$ cat src/rtl/wb_uart_lite_pkg.sv
// Shared definitions for the wb_uart_lite Wishbone UART: register indices,
// STATUS bit positions, serial state encodings and the divisor clamp.
package wb_uart_lite_pkg;

    localparam logic [1:0] REG_DATA    = 2'd0;
    localparam logic [1:0] REG_STATUS  = 2'd1;
    localparam logic [1:0] REG_CONTROL = 2'd2;
    localparam logic [1:0] REG_DIVISOR = 2'd3;

    localparam int ST_RX_NONEMPTY = 0;
    localparam int ST_TX_FULL     = 1;
    localparam int ST_TX_IDLE     = 2;
    localparam int ST_RX_OVERRUN  = 3;
    localparam int ST_FRAMING_ERR = 4;

    typedef enum logic [1:0] {TX_IDLE, TX_START, TX_DATA, TX_STOP} tx_state_e;
    typedef enum logic [1:0] {RX_IDLE, RX_START, RX_DATA, RX_STOP} rx_state_e;

    // Shorter bit periods cannot hold the mid-bit RX sampling point.
    function automatic logic [15:0] clamp_div(input logic [15:0] d);
        return (d < 16'd2) ? 16'd2 : d;
    endfunction

endpackage

$ cat src/rtl/uart_lite_fifo.sv
// Synchronous FIFO with a combinational head: the popped word is valid in the
// same cycle as the pop. A push while full succeeds only if a pop frees space.
module uart_lite_fifo #(
    parameter int DATA_WIDTH = 8,
    parameter int DEPTH_LOG2 = 4
) (
    input  logic                  i_clk,
    input  logic                  i_rst,
    input  logic                  i_push,
    input  logic [DATA_WIDTH-1:0] i_push_data,
    input  logic                  i_pop,
    output logic [DATA_WIDTH-1:0] o_pop_data,
    output logic                  o_full,
    output logic                  o_empty
);
    localparam int DEPTH = 1 << DEPTH_LOG2;
    localparam logic [DEPTH_LOG2-1:0] PTR_ONE = {{(DEPTH_LOG2-1){1'b0}}, 1'b1};
    localparam logic [DEPTH_LOG2:0]   CNT_ONE = {{DEPTH_LOG2{1'b0}}, 1'b1};

    logic [DATA_WIDTH-1:0] r_mem [DEPTH];
    logic [DEPTH_LOG2-1:0] r_wr_ptr;
    logic [DEPTH_LOG2-1:0] r_rd_ptr;
    logic [DEPTH_LOG2:0]   r_count;
    logic                  w_do_push;
    logic                  w_do_pop;

    assign o_empty    = (r_count == '0);
    assign o_full     = r_count[DEPTH_LOG2];
    assign o_pop_data = r_mem[r_rd_ptr];
    assign w_do_pop   = i_pop & ~o_empty;
    assign w_do_push  = i_push & (~o_full | w_do_pop);

    // Pointer and occupancy tracking.
    always_ff @(posedge i_clk) begin
        if (i_rst) begin
            r_wr_ptr <= '0;
            r_rd_ptr <= '0;
            r_count  <= '0;
        end else begin
            if (w_do_push) r_wr_ptr <= r_wr_ptr + PTR_ONE;
            if (w_do_pop)  r_rd_ptr <= r_rd_ptr + PTR_ONE;
            if (w_do_push & ~w_do_pop)      r_count <= r_count + CNT_ONE;
            else if (w_do_pop & ~w_do_push) r_count <= r_count - CNT_ONE;
        end
    end

    // Storage array.
    always_ff @(posedge i_clk) begin
        if (w_do_push) r_mem[r_wr_ptr] <= i_push_data;
    end

endmodule

$ cat src/rtl/wb_uart_lite.sv
// Wishbone classic slave UART (8N1) with TX/RX FIFOs, programmable divisor
// and a registered level interrupt.
module wb_uart_lite
    import wb_uart_lite_pkg::*;
#(
    parameter int          ADDR_WIDTH      = 24,
    parameter int          FIFO_DEPTH_LOG2 = 4,
    parameter logic [15:0] DEFAULT_DIVISOR = 16'd433
) (
    input  logic                  wb_clk_i,
    input  logic                  wb_rst_i,
    input  logic [ADDR_WIDTH-1:0] wb_adr_i,
    input  logic [31:0]           wb_dat_i,
    output logic [31:0]           wb_dat_o,
    input  logic                  wb_we_i,
    input  logic [3:0]            wb_sel_i,
    input  logic                  wb_stb_i,
    input  logic                  wb_cyc_i,
    output logic                  wb_ack_o,
    output logic                  wb_err_o,
    output logic                  int_o,
    output logic                  uart_tx_o,
    input  logic                  uart_rx_i
);
    logic r_ack, r_err, r_int, r_overrun, r_frame_err;
    logic [31:0] r_dat;
    logic [1:0]  r_ctrl;
    logic [15:0] r_div;
    logic w_req, w_acc, w_tx_push, w_rx_pop, w_stat_rd, w_tx_idle, w_unused;
    logic [1:0]  w_idx;
    logic [31:0] w_rd_data, w_status;
    logic w_tx_full, w_tx_empty, w_rx_full, w_rx_empty, w_rx_ovf;
    logic [7:0] w_tx_dout, w_rx_dout;

    tx_state_e r_tx_state, w_tx_state_nx;
    logic [15:0] r_tx_cnt, w_tx_cnt_nx, r_tx_div, w_tx_div_nx;
    logic [2:0]  r_tx_bit, w_tx_bit_nx;
    logic [7:0]  r_tx_shift, w_tx_shift_nx;
    logic r_tx_line, w_tx_line_nx, w_tx_pop, w_tx_done;

    rx_state_e r_rx_state, w_rx_state_nx;
    logic [15:0] r_rx_cnt, w_rx_cnt_nx, r_rx_div, w_rx_div_nx, w_rx_half;
    logic [2:0]  r_rx_bit, w_rx_bit_nx;
    logic [7:0]  r_rx_shift, w_rx_shift_nx;
    logic [1:0]  r_rx_sync;
    logic r_rx_last, w_rx_line, w_rx_push, w_rx_ferr;

    // A response cycle is never followed by another response.
    assign w_req     = wb_cyc_i & wb_stb_i & ~r_ack & ~r_err;
    assign w_acc     = w_req & (wb_adr_i[ADDR_WIDTH-1:4] == '0);
    assign w_idx     = wb_adr_i[3:2];
    assign w_tx_push = w_acc & wb_we_i & (w_idx == REG_DATA) & wb_sel_i[0];
    assign w_rx_pop  = w_acc & ~wb_we_i & (w_idx == REG_DATA);
    assign w_stat_rd = w_acc & ~wb_we_i & (w_idx == REG_STATUS);
    assign w_tx_idle = w_tx_empty & (r_tx_state == TX_IDLE);
    assign w_rx_ovf  = w_rx_push & w_rx_full & ~w_rx_pop;
    assign w_status  = {27'd0, r_frame_err, r_overrun, w_tx_idle, w_tx_full, ~w_rx_empty};
    assign w_unused  = ^{wb_adr_i[1:0], wb_dat_i[31:16], wb_sel_i[3:2]};

    assign wb_ack_o  = r_ack;
    assign wb_err_o  = r_err;
    assign wb_dat_o  = r_dat;
    assign int_o     = r_int;
    assign uart_tx_o = r_tx_line;

    uart_lite_fifo #(.DATA_WIDTH(8), .DEPTH_LOG2(FIFO_DEPTH_LOG2)) u_tx_fifo (
        .i_clk(wb_clk_i), .i_rst(wb_rst_i), .i_push(w_tx_push), .i_push_data(wb_dat_i[7:0]),
        .i_pop(w_tx_pop), .o_pop_data(w_tx_dout), .o_full(w_tx_full), .o_empty(w_tx_empty));

    uart_lite_fifo #(.DATA_WIDTH(8), .DEPTH_LOG2(FIFO_DEPTH_LOG2)) u_rx_fifo (
        .i_clk(wb_clk_i), .i_rst(wb_rst_i), .i_push(w_rx_push), .i_push_data(w_rx_shift_nx),
        .i_pop(w_rx_pop), .o_pop_data(w_rx_dout), .o_full(w_rx_full), .o_empty(w_rx_empty));

    // Register read multiplexer.
    always_comb begin
        w_rd_data = 32'd0;
        case (w_idx)
            REG_DATA:    w_rd_data = w_rx_empty ? 32'd0 : {24'd0, w_rx_dout};
            REG_STATUS:  w_rd_data = w_status;
            REG_CONTROL: w_rd_data = {30'd0, r_ctrl};
            REG_DIVISOR: w_rd_data = {16'd0, r_div};
            default:     w_rd_data = 32'd0;
        endcase
    end

    // Bus response, control registers, sticky flags and interrupt.
    always_ff @(posedge wb_clk_i) begin
        if (wb_rst_i) begin
            r_ack <= 1'b0; r_err <= 1'b0; r_dat <= 32'd0; r_int <= 1'b0;
            r_ctrl <= 2'd0; r_div <= DEFAULT_DIVISOR;
            r_overrun <= 1'b0; r_frame_err <= 1'b0;
        end else begin
            r_ack <= w_acc;
            r_err <= w_req & ~w_acc;
            r_dat <= (w_acc & ~wb_we_i) ? w_rd_data : 32'd0;
            if (w_acc & wb_we_i & (w_idx == REG_CONTROL) & wb_sel_i[0]) r_ctrl <= wb_dat_i[1:0];
            if (w_acc & wb_we_i & (w_idx == REG_DIVISOR))
                r_div <= clamp_div({wb_sel_i[1] ? wb_dat_i[15:8] : r_div[15:8],
                                    wb_sel_i[0] ? wb_dat_i[7:0]  : r_div[7:0]});
            // A new event in the same cycle as a STATUS read must not be lost.
            r_overrun   <= w_rx_ovf  | (r_overrun   & ~w_stat_rd);
            r_frame_err <= w_rx_ferr | (r_frame_err & ~w_stat_rd);
            r_int <= (r_ctrl[0] & ~w_rx_empty) | (r_ctrl[1] & w_tx_idle);
        end
    end

    // TX next-state logic; a frame boundary with queued data chains straight into START.
    always_comb begin
        w_tx_state_nx = r_tx_state; w_tx_cnt_nx = r_tx_cnt + 16'd1; w_tx_bit_nx = r_tx_bit;
        w_tx_shift_nx = r_tx_shift; w_tx_div_nx = r_tx_div; w_tx_line_nx = r_tx_line;
        w_tx_pop = 1'b0; w_tx_done = 1'b0;
        case (r_tx_state)
            TX_IDLE: begin
                w_tx_cnt_nx = 16'd0; w_tx_line_nx = 1'b1; w_tx_done = 1'b1;
            end
            TX_START: begin
                if (r_tx_cnt == r_tx_div) begin
                    w_tx_cnt_nx = 16'd0; w_tx_bit_nx = 3'd0;
                    w_tx_state_nx = TX_DATA; w_tx_line_nx = r_tx_shift[0];
                end else begin
                    w_tx_state_nx = TX_START;
                end
            end
            TX_DATA: begin
                if (r_tx_cnt == r_tx_div) begin
                    w_tx_cnt_nx = 16'd0;
                    if (r_tx_bit == 3'd7) begin
                        w_tx_state_nx = TX_STOP; w_tx_line_nx = 1'b1;
                    end else begin
                        w_tx_bit_nx = r_tx_bit + 3'd1;
                        w_tx_shift_nx = {1'b0, r_tx_shift[7:1]};
                        w_tx_line_nx = r_tx_shift[1];
                    end
                end else begin
                    w_tx_state_nx = TX_DATA;
                end
            end
            TX_STOP: begin
                if (r_tx_cnt == r_tx_div) begin
                    w_tx_cnt_nx = 16'd0; w_tx_state_nx = TX_IDLE; w_tx_done = 1'b1;
                end else begin
                    w_tx_state_nx = TX_STOP;
                end
            end
            default: begin
                w_tx_state_nx = TX_IDLE; w_tx_line_nx = 1'b1;
            end
        endcase
        if (w_tx_done & ~w_tx_empty) begin
            w_tx_pop = 1'b1; w_tx_shift_nx = w_tx_dout; w_tx_div_nx = r_div;
            w_tx_state_nx = TX_START; w_tx_line_nx = 1'b0; w_tx_cnt_nx = 16'd0;
        end else begin
            w_tx_pop = 1'b0;
        end
    end

    // TX state register.
    always_ff @(posedge wb_clk_i) begin
        if (wb_rst_i) begin
            r_tx_state <= TX_IDLE; r_tx_cnt <= 16'd0; r_tx_bit <= 3'd0;
            r_tx_shift <= 8'd0; r_tx_div <= 16'd0; r_tx_line <= 1'b1;
        end else begin
            r_tx_state <= w_tx_state_nx; r_tx_cnt <= w_tx_cnt_nx; r_tx_bit <= w_tx_bit_nx;
            r_tx_shift <= w_tx_shift_nx; r_tx_div <= w_tx_div_nx; r_tx_line <= w_tx_line_nx;
        end
    end

    assign w_rx_line = r_rx_sync[1];
    assign w_rx_half = (r_rx_div >> 1) + {15'd0, r_rx_div[0]};

    // RX next-state logic: half-bit start qualification, then mid-bit sampling.
    always_comb begin
        w_rx_state_nx = r_rx_state; w_rx_cnt_nx = r_rx_cnt + 16'd1; w_rx_bit_nx = r_rx_bit;
        w_rx_shift_nx = r_rx_shift; w_rx_div_nx = r_rx_div;
        w_rx_push = 1'b0; w_rx_ferr = 1'b0;
        case (r_rx_state)
            RX_IDLE: begin
                w_rx_cnt_nx = 16'd0;
                if (r_rx_last & ~w_rx_line) begin
                    w_rx_state_nx = RX_START; w_rx_div_nx = r_div;
                end else begin
                    w_rx_state_nx = RX_IDLE;
                end
            end
            RX_START: begin
                if (r_rx_cnt == w_rx_half) begin
                    w_rx_cnt_nx = 16'd0; w_rx_bit_nx = 3'd0;
                    w_rx_state_nx = w_rx_line ? RX_IDLE : RX_DATA;
                end else begin
                    w_rx_state_nx = RX_START;
                end
            end
            RX_DATA: begin
                if (r_rx_cnt == r_rx_div) begin
                    w_rx_cnt_nx = 16'd0;
                    w_rx_shift_nx = {w_rx_line, r_rx_shift[7:1]};
                    w_rx_bit_nx = r_rx_bit + 3'd1;
                    w_rx_state_nx = (r_rx_bit == 3'd7) ? RX_STOP : RX_DATA;
                end else begin
                    w_rx_state_nx = RX_DATA;
                end
            end
            RX_STOP: begin
                if (r_rx_cnt == r_rx_div) begin
                    w_rx_cnt_nx = 16'd0; w_rx_state_nx = RX_IDLE;
                    w_rx_push = w_rx_line; w_rx_ferr = ~w_rx_line;
                end else begin
                    w_rx_state_nx = RX_STOP;
                end
            end
            default: w_rx_state_nx = RX_IDLE;
        endcase
    end

    // RX synchronizer and state register.
    always_ff @(posedge wb_clk_i) begin
        if (wb_rst_i) begin
            r_rx_sync <= 2'b11; r_rx_last <= 1'b1;
            r_rx_state <= RX_IDLE; r_rx_cnt <= 16'd0; r_rx_bit <= 3'd0;
            r_rx_shift <= 8'd0; r_rx_div <= 16'd0;
        end else begin
            r_rx_sync <= {r_rx_sync[0], uart_rx_i}; r_rx_last <= w_rx_line;
            r_rx_state <= w_rx_state_nx; r_rx_cnt <= w_rx_cnt_nx; r_rx_bit <= w_rx_bit_nx;
            r_rx_shift <= w_rx_shift_nx; r_rx_div <= w_rx_div_nx;
        end
    end

endmodule

$ cat config.mk
export PLATFORM = sky130hd
export DESIGN_NAME = wb_uart_lite
export DESIGN_NICKNAME = d
export VERILOG_FILES = /design/src/rtl/wb_uart_lite_pkg.sv /design/src/rtl/uart_lite_fifo.sv /design/src/rtl/wb_uart_lite.sv
export SDC_FILE = /design/constraint.sdc
export NUM_CORES = 1
export LEC_CHECK = 0
export CORE_MARGIN = 2
export CORE_UTILIZATION = 30
export DETAILED_ROUTE_END_ITERATION = 7
export PLACE_DENSITY = 0.53
export SLEW_MARGIN = 20
export SYNTH_ARGS = -nofsm -noshare
export SYNTH_HDL_FRONTEND = slang
export SYNTH_SLANG_ARGS = --single-unit
$ cat constraint.sdc
create_clock -name wb_clk_i -period 5.9 [get_ports wb_clk_i]
set_clock_uncertainty 0.05 [all_clocks]
set_input_delay 1.77 -clock wb_clk_i [delete_from_list [all_inputs] [get_ports wb_clk_i]]
set_output_delay 1.77 -clock wb_clk_i [all_outputs]
set_load 0.01 [all_outputs]
==> impl_results.md <==
* DRT Pass-1 Iters at 5
* CTS tree: done
* Depth of the most critical reg-to-reg path at 16
* Layout area overhead at 17.02%
* Yosys top cell by area: edfxtp_1
* Critical Path RT at 6.37 ns
* Fin crit share at 80.50%
* Worst r2r src: r_tx_cnt[12]
* Total setup buffers inserted after CTS at 0
* Share of layout cells above drive strength 1 at 14.65%
* Hold Path End: r_rx_sync[1]
* Initial core utilization at 30.43%
* DRT met1 WL at 18100 µm
* Most frequent cells in the layout: 256 x edfxtp_1, 164 x dfxtp_1, 134 x nor2_1
* Relative slew slack at 29.40%
* Wire length on met3 at 1617 µm
* RSZ-0062 raised after global routing: false
* Global-route wire length before repair at 63980 µm
* Post-synth cell types at 74
* Max FO, Critical Path at 5
* Cells after Synth at 1356
* Status: finished, final reports clean
* Routed met2 length at 20170 µm
* Maximum ir drop on the vdd rail at 0.2543 mV
* TritonCTS buffer count at 46
* Final slew viol count at 0
* Largest net degree at the start of global routing at 85
* Most area-consuming cells after synthesis: edfxtp_1 43%, dfxtp_1 19%, mux4_2 9.9%
* Total negative setup slack at 0 ns
* Tot GR Track Use at 13.09%
* Final WS setup at 1.151 ns
* Worst min-delay path class: reg -> reg
* Root Driver: clkbuf_16
* Placer congestion estimate at 0.7946
* GRT overflow at 0
* Fillers at 5766
* Startpoint types: input pin
* Die area at 62060 µm²
* Worst reg2reg path endpoint: u_tx_fifo.r_count[4]
* Wire per inst at 18.13 µm
* Final count of hold timing violations at 0
* Minimum clock period at 4.749 ns
* Inst Count DP at 2156
* Slew @ Worst Pin at 1.058 ns
* Share of the synthesized area in the top cell type at 42.65%
* Layout Cells excl Fill at 2241
* Main combinational cell family by area after synthesis: multiplexers
* FP Rows at 89
* Die width at 249.1 µm
* Post-synthesis compound-gate area fraction at 4.866%
* Sink Count at 423
* Clock Latency Late Sink at 0.60 ns
* Fraction of registers with async set/reset at 0%
* Worst Setup End Kind: flop
* Max Cap Viol at 0
* Hold Path Cell Cnt at 1
* Initial antenna violation count at 1
* Final #Nets at 1530
* DR top layer: met5
* Main synth FF type: edfxtp_1
* Seq/Total Area, Yosys at 61.20%
* Number of flops mapped to enable cells by yosys at 256
* Post-cts resize count at 0
* CP Data Arrival Time at 5.22 ns
* Detailed Place HPWL at 27830 µm
* Syn Std Cell Area at 18020 µm²
* Drt first-iter violations at 799
* Core Region at 59240 µm²
* Cts hold-fix bufs at 0
* DRC viols at 0
* CTS max path bufs at 3
* DP Worst Slack at 0.5208 ns
* Total length of routed wires at 40630 µm
* Post-synthesis xor/xnor area fraction at 4.665%
* ANT cells at 0
* Io pins at 102
* Worst hold start: r_rx_sync[0]
* Post-synthesis mux area share at 12.00%
* Seq cells post-synth at 423
* Reg clk slew, reported paths at 0.06 ns
* Placed instance area at 19570 µm²
* Post-DRT Antenna Nets at 0
* Adder-cell share of the synthesized area at 2.374%
* Pwr/cell area at 345.7 nW/µm²
* Vias at 10840
* Fin area at 21090 µm²
* Simple-Gate Fraction of Synth Area at 11.89%
* Synthesized area per cell at 13.29 µm²
* Leak at 6.901 nW
* Hold WS at 0.3684 ns
* Final setup vio count at 0
* Mean number of vias per cell at 4.838
* Die height at 249.1 µm
* R2R Setup Slk at 1.45 ns
* Fmax at 0.2106 GHz
* IO buf count at 65
* Yosys warnings at 0
* Commonest non-fill, non-tap cell in the layout: edfxtp_1
* H-tree depth at 2
* WS Path Type: in -> reg
* Vias in the first global route at 10890
synth_stat cells, types with 10 or more instances:
cell type  instances
edfxtp_1         256
dfxtp_1          167
nor2_1           135
nand2_1          103
mux4_2            79
a21oi_1           63
xnor2_1           62
clkbuf_1          55
nor4_1            36
xor2_1            34
ha_1              31
nand3_1           29
mux2i_1           26
inv_1             23
nor3_1            23
and2_1            20
nand4_1           19
o21ai_0           19
buf_4             18
buf_2             15
a22oi_1           11
mux2_2            11
nor2b_1           10
per-stage QoR:
step,power (mW),util (%)
after floorplan,4.180,-
after global placement,4.477,33.03
after detailed placement,4.499,33.03
after CTS,7.394,35.60
after global routing,7.634,35.60
final,7.291,35.60
how the worst max path moves through the flow:
| stage | cells past startpoint | slack, ns | endpoint | from |
|---|---|---|---|---|
| global route | 14 | 0.93 | u_tx_fifo.r_count[4] | wb_stb_i |
| detailed placement | 14 | 0.52 | u_tx_fifo.r_count[4] | wb_stb_i |
| floorplan | 14 | 1.13 | u_rx_fifo.r_count[4] | wb_adr_i[10] |
| global placement | 14 | 0.52 | u_tx_fifo.r_count[4] | wb_stb_i |
| CTS | 14 | 1.12 | u_tx_fifo.r_count[4] | wb_stb_i |
| finish | 14 | 1.15 | u_tx_fifo.r_count[4] | wb_stb_i |
area by class of cell:
| cell class | count | area (µm²) | area share, % |
|---|---|---|---|
| sequential | 423 | 11030 | 52.31 |
| multi-input combinational | 830 | 6521 | 30.92 |
| clock buffer | 62 | 1251 | 5.932 |
| tap | 773 | 967.2 | 4.585 |
| timing repair buffer | 107 | 963.4 | 4.568 |
| clock inverter | 23 | 269.0 | 1.275 |
| inverter | 23 | 86.33 | 0.4093 |
critical path, cell delays in order:
cell and delay, ns:
clkdlybuf4s50_1 0.48, nor4bb_1 0.56, nand4_1 0.23, nor3_1 0.26
nand2_1 0.21, inv_1 0.11, ha_1 0.18, inv_1 0.12
fa_1 0.42, a21o_1 0.17, a21oi_1 0.18, xnor2_1 0.09
or3_1 0.30, a21oi_1 0.14
power by group:
group / switching (mW) / internal [mW] / leakage [nW]
Combinational: 0.646 / 0.486 / 2.43
Sequential: 0.0891 / 3.20 / 3.74
Clock: 1.19 / 1.68 / 0.732
sequential cells by signal, indices dropped and copies added, names as in the netlist, 2 cells and up, named ones only:
register and count:
r_tx_state 2, wb_dat_o 16, r_rx_sync 2, r_rx_state 2
r_tx_shift 8, r_tx_bit 3, u_tx_fifo.r_mem 128, r_div 16
u_tx_fifo.r_rd_ptr 4, u_rx_fifo.r_mem 128, r_rx_shift 8, r_rx_bit 3
r_ctrl 2, r_tx_div 16, u_tx_fifo.r_count 5, u_rx_fifo.r_rd_ptr 4
r_tx_cnt 16, u_rx_fifo.r_wr_ptr 4, r_rx_div 16, r_rx_cnt 16
u_tx_fifo.r_wr_ptr 4, u_rx_fifo.r_count 5
layer usage:
layer	up-vias	GRT usage, %
met5	-	0
met4	2	3.632
met3	50	2.268
met2	176	22.46
met1	5464	17.05
li1	5150	-
kinds of logic (layout without fill, tap and decap cells):
| family | Yosys count | after routing |
|---|---|---|
| AND/OR/NAND/NOR | 430 | 430 |
| flip-flops | 423 | 423 |
| AO/OA/AOI/OAI | 139 | 139 |
| buffers and inverters | 118 | 215 |
| multiplexers | 116 | 116 |
| XOR/XNOR | 96 | 96 |
| adder cells (fa/ha/maj) | 33 | 33 |
| other | 1 | 16 |
Power figures use the tool's default switching activity.
